$ cat src/rtl/interp_dac_out_if.sv
// Sample-in / DAC-out bundle for the interpolating DAC output stage.
// The master side drives samples and control; the slave side returns DAC data and flags.
interface interp_dac_out_if #(
  parameter int unsigned DIN_WIDTH  = 14,
  parameter int unsigned DAC_WIDTH  = 14,
  parameter int unsigned GAIN_WIDTH = 16
) ();
  logic signed [DIN_WIDTH-1:0]  din;
  logic                         din_valid;
  logic                         bypass;
  logic signed [GAIN_WIDTH-1:0] gain;
  logic signed [DAC_WIDTH-1:0]  offset;
  logic                         clr_flags;
  logic signed [DAC_WIDTH-1:0]  dac_data;
  logic                         dac_valid;
  logic                         sat_flag;
  logic [15:0]                  early_cnt;

  modport master (
    output din, din_valid, bypass, gain, offset, clr_flags,
    input  dac_data, dac_valid, sat_flag, early_cnt
  );

  modport slave (
    input  din, din_valid, bypass, gain, offset, clr_flags,
    output dac_data, dac_valid, sat_flag, early_cnt
  );
endinterface

$ cat src/rtl/interp_dac_out.sv
// Linear interpolator between decimated samples, followed by a signed gain/offset
// stage with saturation to the DAC range. One DAC word per clock.
module interp_dac_out #(
  parameter int unsigned DIN_WIDTH   = 14,
  parameter int unsigned DAC_WIDTH   = 14,
  parameter int unsigned INTERP_LOG2 = 4,
  parameter int unsigned GAIN_WIDTH  = 16
) (
  input  logic             clk,
  input  logic             rst_n,
  interp_dac_out_if.slave  bus
);

  localparam int unsigned S       = INTERP_LOG2;
  localparam int unsigned L       = 1 << S;
  localparam int unsigned ACC_W   = DIN_WIDTH + S + 1;
  localparam int unsigned DELTA_W = DIN_WIDTH + 1;
  localparam int unsigned K_W     = S + 1;
  localparam int unsigned P_W     = DIN_WIDTH + GAIN_WIDTH;
  localparam int unsigned SH      = GAIN_WIDTH - 2 + DIN_WIDTH - DAC_WIDTH;
  localparam int unsigned R_W     = P_W - SH + 1;

  localparam logic signed [DAC_WIDTH-1:0] D_MAX = {1'b0, {(DAC_WIDTH-1){1'b1}}};
  localparam logic signed [DAC_WIDTH-1:0] D_MIN = {1'b1, {(DAC_WIDTH-1){1'b0}}};

  typedef enum logic [1:0] {IDLE, RAMP, HOLD} state_t;

  state_t                     state_q, state_d;
  logic signed [ACC_W-1:0]    acc_q, acc_d;
  logic signed [DELTA_W-1:0]  delta_q, delta_d, delta_new;
  logic [K_W-1:0]             k_q, k_d;
  logic                       early_inc;
  logic signed [DIN_WIDTH-1:0] y;

  logic signed [P_W-1:0]       p_q, p_d;
  logic                        y_valid, p_valid;
  logic signed [R_W-1:0]       r;
  logic signed [DAC_WIDTH-1:0] dac_d;
  logic                        clip;

  // y is the floor of acc with S fractional bits dropped
  assign y         = DIN_WIDTH'(acc_q >>> S);
  assign delta_new = DELTA_W'(bus.din) - DELTA_W'(y);

  always_ff @(posedge clk or negedge rst_n) begin
    if (!rst_n) state_q <= IDLE;
    else        state_q <= state_d;
  end

  // Segment control: a new sample always restarts the ramp from the current y
  always_comb begin
    state_d   = state_q;
    acc_d     = acc_q;
    delta_d   = delta_q;
    k_d       = k_q;
    early_inc = 1'b0;
    if (bus.bypass) begin
      state_d = HOLD;
      if (bus.din_valid) acc_d = ACC_W'(bus.din) <<< S;
    end else begin
      unique case (state_q)
        IDLE, HOLD: begin
          if (bus.din_valid) begin
            state_d = RAMP;
            delta_d = delta_new;
            acc_d   = (ACC_W'(y) <<< S) + ACC_W'(delta_new);
            k_d     = K_W'(1);
          end
        end
        RAMP: begin
          if (bus.din_valid) begin
            delta_d   = delta_new;
            acc_d     = (ACC_W'(y) <<< S) + ACC_W'(delta_new);
            k_d       = K_W'(1);
            early_inc = (k_q < K_W'(L));
          end else if (k_q == K_W'(L)) begin
            state_d = HOLD;
          end else begin
            acc_d = acc_q + ACC_W'(delta_q);
            k_d   = k_q + K_W'(1);
          end
        end
        default: state_d = IDLE;
      endcase
    end
  end

  always_ff @(posedge clk or negedge rst_n) begin
    if (!rst_n) begin
      acc_q   <= '0;
      delta_q <= '0;
      k_q     <= '0;
    end else begin
      acc_q   <= acc_d;
      delta_q <= delta_d;
      k_q     <= k_d;
    end
  end

  // Gain product, then scale, offset and clamp to the DAC range
  assign p_d = P_W'(y) * P_W'(bus.gain);

  always_comb begin
    r     = R_W'(p_q >>> SH) + R_W'(bus.offset);
    clip  = 1'b0;
    dac_d = DAC_WIDTH'(r);
    if (r > R_W'(D_MAX)) begin
      dac_d = D_MAX;
      clip  = 1'b1;
    end else if (r < R_W'(D_MIN)) begin
      dac_d = D_MIN;
      clip  = 1'b1;
    end
  end

  always_ff @(posedge clk or negedge rst_n) begin
    if (!rst_n) begin
      p_q           <= '0;
      y_valid       <= 1'b0;
      p_valid       <= 1'b0;
      bus.dac_data  <= '0;
      bus.dac_valid <= 1'b0;
      bus.sat_flag  <= 1'b0;
      bus.early_cnt <= '0;
    end else begin
      y_valid       <= y_valid | bus.din_valid;
      p_valid       <= y_valid;
      p_q           <= p_d;
      bus.dac_data  <= dac_d;
      bus.dac_valid <= p_valid;
      if (clip)               bus.sat_flag <= 1'b1;
      else if (bus.clr_flags) bus.sat_flag <= 1'b0;
      // A coinciding increment beats the clear
      if (early_inc) begin
        if (bus.clr_flags)                  bus.early_cnt <= 16'd1;
        else if (bus.early_cnt != 16'hFFFF) bus.early_cnt <= bus.early_cnt + 16'd1;
      end else if (bus.clr_flags) begin
        bus.early_cnt <= '0;
      end
    end
  end

endmodule

$ cat src/flat_wrapper.sv
// flat-port wrapper written by rule: the top's interface ports become plain ports
module interp_dac_out_flat 
#(
  parameter int unsigned DIN_WIDTH   = 14,
  parameter int unsigned DAC_WIDTH   = 14,
  parameter int unsigned INTERP_LOG2 = 4,
  parameter int unsigned GAIN_WIDTH  = 16
)
  (clk, rst_n, bus_din, bus_din_valid, bus_bypass, bus_gain, bus_offset, bus_clr_flags, bus_dac_data, bus_dac_valid, bus_sat_flag, bus_early_cnt);
  interp_dac_out_if #(.DIN_WIDTH(DIN_WIDTH), .DAC_WIDTH(DAC_WIDTH), .GAIN_WIDTH(GAIN_WIDTH)) bus_i ();
  input  logic clk;
  input  logic rst_n;
  input wire logic [$bits(bus_i.din)-1:0] bus_din;
  input wire logic [$bits(bus_i.din_valid)-1:0] bus_din_valid;
  input wire logic [$bits(bus_i.bypass)-1:0] bus_bypass;
  input wire logic [$bits(bus_i.gain)-1:0] bus_gain;
  input wire logic [$bits(bus_i.offset)-1:0] bus_offset;
  input wire logic [$bits(bus_i.clr_flags)-1:0] bus_clr_flags;
  output wire logic [$bits(bus_i.dac_data)-1:0] bus_dac_data;
  output wire logic [$bits(bus_i.dac_valid)-1:0] bus_dac_valid;
  output wire logic [$bits(bus_i.sat_flag)-1:0] bus_sat_flag;
  output wire logic [$bits(bus_i.early_cnt)-1:0] bus_early_cnt;
  assign bus_i.din = bus_din;
  assign bus_i.din_valid = bus_din_valid;
  assign bus_i.bypass = bus_bypass;
  assign bus_i.gain = bus_gain;
  assign bus_i.offset = bus_offset;
  assign bus_i.clr_flags = bus_clr_flags;
  assign bus_dac_data = bus_i.dac_data;
  assign bus_dac_valid = bus_i.dac_valid;
  assign bus_sat_flag = bus_i.sat_flag;
  assign bus_early_cnt = bus_i.early_cnt;
  interp_dac_out #(.DIN_WIDTH(DIN_WIDTH), .DAC_WIDTH(DAC_WIDTH), .INTERP_LOG2(INTERP_LOG2), .GAIN_WIDTH(GAIN_WIDTH)) u_core (.clk(clk), .rst_n(rst_n), .bus(bus_i));
endmodule
$ cat config.mk
export PLATFORM = sky130hd
export DESIGN_NAME = interp_dac_out_flat
export DESIGN_NICKNAME = d
export VERILOG_FILES = /design/src/rtl/interp_dac_out_if.sv /design/src/rtl/interp_dac_out.sv /design/src/flat_wrapper.sv
export SDC_FILE = /design/constraint.sdc
export NUM_CORES = 1
export LEC_CHECK = 0
export BUFFER_PORTS_ARGS = -buffer_cell sky130_fd_sc_hd__buf_2
export CORE_ASPECT_RATIO = 0.9
export CORE_MARGIN = 5
export CORE_UTILIZATION = 50
export CTS_CLUSTER_SIZE = 14
export DETAILED_ROUTE_END_ITERATION = 10
export PLACE_DENSITY = 0.78
export SLEW_MARGIN = 10
export SYNTH_ARGS = -nofsm -noshare
export SYNTH_HDL_FRONTEND = slang
export SYNTH_SLANG_ARGS = --single-unit
export TNS_END_PERCENT = 10
$ cat constraint.sdc
create_clock -name clk -period 11.9 [get_ports clk]
set_clock_uncertainty 0.15 [all_clocks]
set_input_delay 2.975 -clock clk [delete_from_list [all_inputs] [get_ports clk]]
set_output_delay 2.975 -clock clk [all_outputs]
set_load 0.02 [all_outputs]
==> results_dict.tcl, run 1 <==
set metrics [dict create \
    status "completed" \
    clockBufferDepth 2 \
    period_share_pct 73.65 \
    synth-edff-count 0 \
    cp.arrival_ns 8.85 \
    end_kind "flop" \
    vias 11110 \
    antenna_found_initial 5 \
    cts.sinks 90 \
    clock_latency_ns 0.35 \
    ys_types 70 \
    reg2reg_to "u_core.p_q[28]$_DFF_PN0_" \
    grt_pass1_wl_um 58100 \
    yosysWarnings 0 \
    hold_path_end "u_core.bus.dac_valid$_DFF_PN0_" \
    yosys.area.top_type "fa_1" \
    drt-total-wl_um 34830 \
    synth_ff_type "dfrtp_1" \
    rsz0062_at_grt "no" \
    die_area_sq_um 32240 \
    final_cell_mix "inv_1, fa_1, nand2_1, ha_1, and2_1" \
    netlist_instances 1582 \
    critPathLaunchType "input port" \
    cp.required_ns 11.98 \
    timing.final.hold_violations 0 \
    drt_first_pass_iters 5 \
    ctsRootBufferMaster "clkbuf_16" \
    port-buffer-count 80 \
    grt_max_degree 47 \
    reg2reg_depth 20 \
    reg2reg_slack_ns 5.09 \
    syn_to_final_growth_pct 6.669 \
    cp_max_fo 14 \
    postRouteAntennaNets 0 \
    clkTransAtPathRegs_ns 0.07 \
    netlist_area_sq_um 14370 \
    setup_tns_ns 0 \
    setup_viol 0 \
    die_w_um 188.7 \
    layout.nets 2026 \
    cts_max_level 3 \
    holdPathStages 0 \
    synth_top_area_share_pct 30.92 \
    maxCapViolations 0 \
    final_max_slew_viol_count 0 \
    crit_start "bus_gain[5]" \
    dp.cells 1973 \
    instances_no_fill 1991 \
    post_cts.repair.setup_buffers 0 \
    rows 58 \
    syn_nets 1984 \
    wl_per_cell_um 17.49 \
    rr_startpoint "u_core.acc_q[12]$_DFFE_PN0P_" \
    ys_seq_elements 90 \
    dr.max_layer_used "met5" \
    hp-class "reg -> reg" \
    post_cts_resized 0 \
    die_h_um 170.8 \
    wl_met1_um 14620 \
    synth.avg_cell_area_sq_um 9.085 \
    cts_tree "built" \
    critical_path_class "in -> reg" \
    synth_area_leaders "fa_1, dfrtp_1, ha_1, inv_1, and2_1" \
    drive_gt1_share_pct 7.310 \
    ios 81 \
    cts_hold_buf 0 \
    gr-usage-all-layers_pct 22.35 \
    min_period_ns 8.765 \
    wl_met3_um 3297 \
    core_sq_um 28160 \
    async_reset_ff_share_pct 100.0 \
    overflow 0 \
    hold_start "u_core.p_valid$_DFF_PN0_" \
    worstMarginPinSlew_ns 0.8802 \
    initial_core_util_pct 51.04 \
    grt_pass1_vias 11570 \
    layout_commonest_cell "inv_1" \
    drtIter0Drc 786 \
    viasPerCell 5.578 \
    wl_met2_um 15990 \
    place.gp.congestion 0.9054 \
    final_core_util_pct 54.45 \
    timing.fmax_ghz 0.1141 \
    dp_hpwl_um 27940 \
    route.detailed.drc 0 \
    max_slew_margin_pct 41.32 \
    seq_area_frac_synth_pct 15.67 \
    numCtsBuffers 9 \
]
[how the worst max path moves through the flow]
| stage | end |
|---|---|
| after global placement | u_core.p_q[28]$_DFF_PN0_ |
| final | u_core.p_q[28]$_DFF_PN0_ |
| after global routing | u_core.p_q[28]$_DFF_PN0_ |
| after floorplan | u_core.p_q[28]$_DFF_PN0_ |
| after detailed placement | u_core.p_q[28]$_DFF_PN0_ |
| after CTS | u_core.p_q[28]$_DFF_PN0_ |
[layout make-up]
class / count / area (sq um)
diodes: 3 / 7.507
inverters: 279 / 1047
clock buffers: 10 / 229.0
fillers: 2527 / 12830
multi-input cells: 1157 / 10850
well taps: 360 / 450.4
clock inverters: 5 / 40.04
repair buffers: 87 / 455.4
flip-flops and latches: 90 / 2252
[stage by stage]
stage               setup slack [ns]  area (sq um)  hold slack, ns
detailed placement             2.745         15050          0.1847
global placement               2.914         15050          0.1822
global route                   2.772         15330          0.2073
floorplan                      3.191         14370          0.1812
finish                         3.135         15330          0.1994
CTS                            3.122         15320          0.2008
[metal layers]
metal	vias to the layer above	global-route usage (%)
met5	-	0
met1	5443	29.36
met3	71	5.773
met2	464	36.94
met4	4	6.620
li1	5124	-
[Yosys cell counts (4+ instances only)]
cell type	instances
nand2_1	163
fa_1	222
o21ai_0	42
nand3_1	23
nand4_1	11
buf_2	5
o21a_1	12
a22oi_1	4
a31oi_1	6
a21boi_0	4
dfrtp_1	90
o22ai_1	4
xor2_1	33
nor4_1	4
o211ai_1	8
ha_1	131
or2_2	4
or3_1	8
nor3_1	15
nor2_1	73
o21bai_1	7
nor2b_1	11
o31ai_1	7
and2_1	120
a21boi_1	4
mux2i_1	5
clkbuf_1	47
xnor2_1	50
nand2b_1	10
a21o_1	31
inv_1	279
a21oi_1	62
and3_1	9
and4_1	4
a211oi_1	18
[sequential cells by signal, indices dropped and copies added, names as in the netlist]
name and flops:
u_core.bus.dac_valid 1, u_core.acc_q 18, u_core.bus.early_cnt 16, u_core.p_q 16, u_core.p_valid 1, u_core.bus.sat_flag 1
u_core.y_valid 1, u_core.delta_q 15, u_core.bus.dac_data 14, u_core.state_q 2, u_core.k_q 5
[logic make-up after synthesis]
kind of cell	after synthesis	share of synthesized area, %
AND/OR/NAND/NOR	469	16.25
adder cells (fa/ha/maj)	353	42.33
flip-flops	90	15.67
XOR/XNOR	83	5.058
multiplexers	6	0.4266
buffers and inverters	335	8.845
AO/OA/AOI/OAI	246	11.42
[critical path, cell delays in order]
cell and delay, ns:
buf_2 0.19, and2_1 0.20, fa_1 0.53, inv_1 0.05, fa_1 0.53, inv_1 0.06
fa_1 0.50, fa_1 0.52, fa_1 0.55, inv_1 0.05, fa_1 0.55, inv_1 0.05
ha_1 0.30, nand4_1 0.12, a211oi_1 0.28, a221oi_2 0.14, o21ai_1 0.27, a21oi_2 0.15
o311ai_0 0.50, a21oi_1 0.16, xnor2_1 0.14
Power of run 1 is left out: the tool's default activity adds up to more than one toggle a clock period on the data nets, which glitch-free logic cannot reach.
==> inputs of run 2 (changes only) <==
Clock period 11.9 ns to 8.1 ns, I/O delays scaled along.
==> run 2 against run 1 <==
Against the previous run: final area rose by 0.64%; hold slack improved by 0.0038 ns; utilization is 0.35 points higher; wire length shrank 0.40%; global-route usage about the same; register-to-register slack worse by 3.7 ns; flip-flop and latch count unchanged; die area stayed put; critical path type unchanged; worst setup slack got worse by 2.7 ns; critical endpoint unchanged.
==> results_dict.tcl, run 2 (synthesis gave the netlist of run 1 again) <==
set metrics [dict create \
    seq_area_sq_um 2252 \
    die_h_um 170.8 \
    hold_path_end "u_core.bus.dac_valid$_DFF_PN0_" \
    final_cell_mix "inv_1, fa_1, nand2_1, ha_1, and2_1" \
    grt_pass1_wl_um 58490 \
    antenna_found_initial 4 \
    regMostFlops "u_core.acc_q" \
    cp_max_fo 6 \
    ios 81 \
    syn_to_final_growth_pct 7.347 \
    pre_cts_ws_ns 0.1134 \
    end_kind "flop" \
    cp.arrival_ns 7.72 \
    top_regs "u_core.acc_q (18), u_core.bus.early_cnt (16), u_core.p_q (16)" \
    wl_per_cell_um 17.34 \
    fillCellCount 2509 \
    status "completed" \
    cts_max_level 3 \
    rows 58 \
    drt-total-wl_um 34690 \
    reg2reg_slack_ns 1.43 \
    port-buffer-count 80 \
    final_max_slew_viol_count 0 \
    initial_core_util_pct 51.04 \
    critical_path_class "in -> reg" \
    die_w_um 188.7 \
    largest_reg_flops 18 \
    clkTransAtPathRegs_ns 0.08 \
    core_sq_um 28160 \
    dp.cells 1982 \
    setup_tns_ns 0 \
    timing.fmax_ghz 0.1309 \
    grt_max_degree 55 \
    clock_latency_ns 0.36 \
    cts.sinks 90 \
    die_area_sq_um 32240 \
    reg2reg_to "u_core.p_q[28]$_DFF_PN0_" \
    cp_cell_sequence "buf_2 > and2_1 > fa_1 > inv_1 > fa_1 > inv_1 > fa_1 > fa_1 > fa_1 > inv_1 > fa_1 > inv_1 > ha_1 > nand4_1 > a211oi_1 > a221oi_2 > o21ai_1 > a21oi_2 > o311ai_0 > a21oi_1 > xnor2_1" \
    instances_no_fill 2001 \
    place.gp.congestion 0.9089 \
    hp-class "reg -> reg" \
    cts_hold_buf 0 \
    drtIter0Drc 735 \
    rsz0062_at_grt "no" \
    layout.nets 2035 \
    multi_input_area_sq_um 10850 \
    worstMarginPinSlew_ns 0.9112 \
    max_slew_margin_pct 39.25 \
    period_share_pct 94.34 \
    overflow 0 \
    timing.final.hold_violations 0 \
    route.detailed.drc 0 \
    cp.required_ns 8.18 \
    drive_gt1_share_pct 7.937 \
    gr-usage-all-layers_pct 22.37 \
    fin_ws_ns 0.4585 \
    numCtsBuffers 9 \
    vias 11140 \
    viasPerCell 5.568 \
    rr_startpoint "u_core.acc_q[16]$_DFFE_PN0P_" \
    hold_start "u_core.p_valid$_DFF_PN0_" \
    post_cts.repair.setup_buffers 0 \
    ctsRootBufferMaster "clkbuf_16" \
    crit_slowest_cell "fa_1" \
    min_period_ns 7.642 \
    setup_viol 0 \
    crit_top_cell "fa_1" \
    cts_tree "built" \
    clockBufferDepth 2 \
    critPathMaxStageDelay_ns 0.55 \
    maxCapViolations 0 \
    holdPathStages 0 \
    post_cts_resized 0 \
    postRouteAntennaNets 0 \
    layout_commonest_cell "inv_1" \
    drt_first_pass_iters 5 \
    dp_hpwl_um 28370 \
    critPathLaunchType "input port" \
    grt_pass1_vias 11670 \
    reg2reg_depth 19 \
]
==> run 2: layout make-up <==
| cell class | count | share of cell area, % |
|---|---|---|
| diodes | 3 | 0.04866 |
| clock buffers | 9 | 1.460 |
| clock inverters | 7 | 0.4785 |
| inverters | 279 | 6.788 |
| multi-input cells | 1157 | 70.32 |
| flip-flops and latches | 90 | 14.60 |
| well taps | 360 | 2.919 |
| repair buffers | 96 | 3.390 |
==> run 2: worst max path at each step <==
stage / startpoint / end / slack [ns]
global placement: bus_gain[5] / u_core.p_q[28]$_DFF_PN0_ / 0.22
floorplan: bus_gain[5] / u_core.p_q[28]$_DFF_PN0_ / 0.34
global route: bus_gain[5] / u_core.p_q[27]$_DFF_PN0_ / 0.09
CTS: bus_gain[5] / u_core.p_q[28]$_DFF_PN0_ / 0.47
finish: bus_gain[5] / u_core.p_q[28]$_DFF_PN0_ / 0.46
detailed placement: bus_gain[5] / u_core.p_q[28]$_DFF_PN0_ / 0.11
==> run 2: routing by layer <==
metal	up-vias	GRT usage [%]	wire length, um	share of wire [%]
li1	5146	-	-	-
met5	-	0	21	0.061
met3	68	5.120	3049	8.8
met4	4	5.860	783	2.3
met2	431	37.30	16010	46
met1	5492	29.89	14820	43
==> run 2: worst max-delay path, delay by kind of cell <==
kind                     cells  cell delay [ns]
adder cells (fa/ha/maj)      7             3.50
AO/OA/AOI/OAI                6             1.37
buffers and inverters        5             0.39
AND/OR/NAND/NOR              2             0.29
XOR/XNOR                     1             0.14
==> run 2: through the flow <==
step / hold slack (ns) / cell area (sq um) / utilization [%]
2_1_floorplan: 0.1812 / 14370 / -
3_3_place_gp: 0.1824 / 15120 / 53.71
3_5_place_dp: 0.1847 / 15120 / 53.71
4_1_cts: 0.2037 / 15420 / 54.77
5_1_grt: 0.2110 / 15430 / 54.79
6_report: 0.2032 / 15430 / 54.79
Power of run 2 is left out for the same reason.
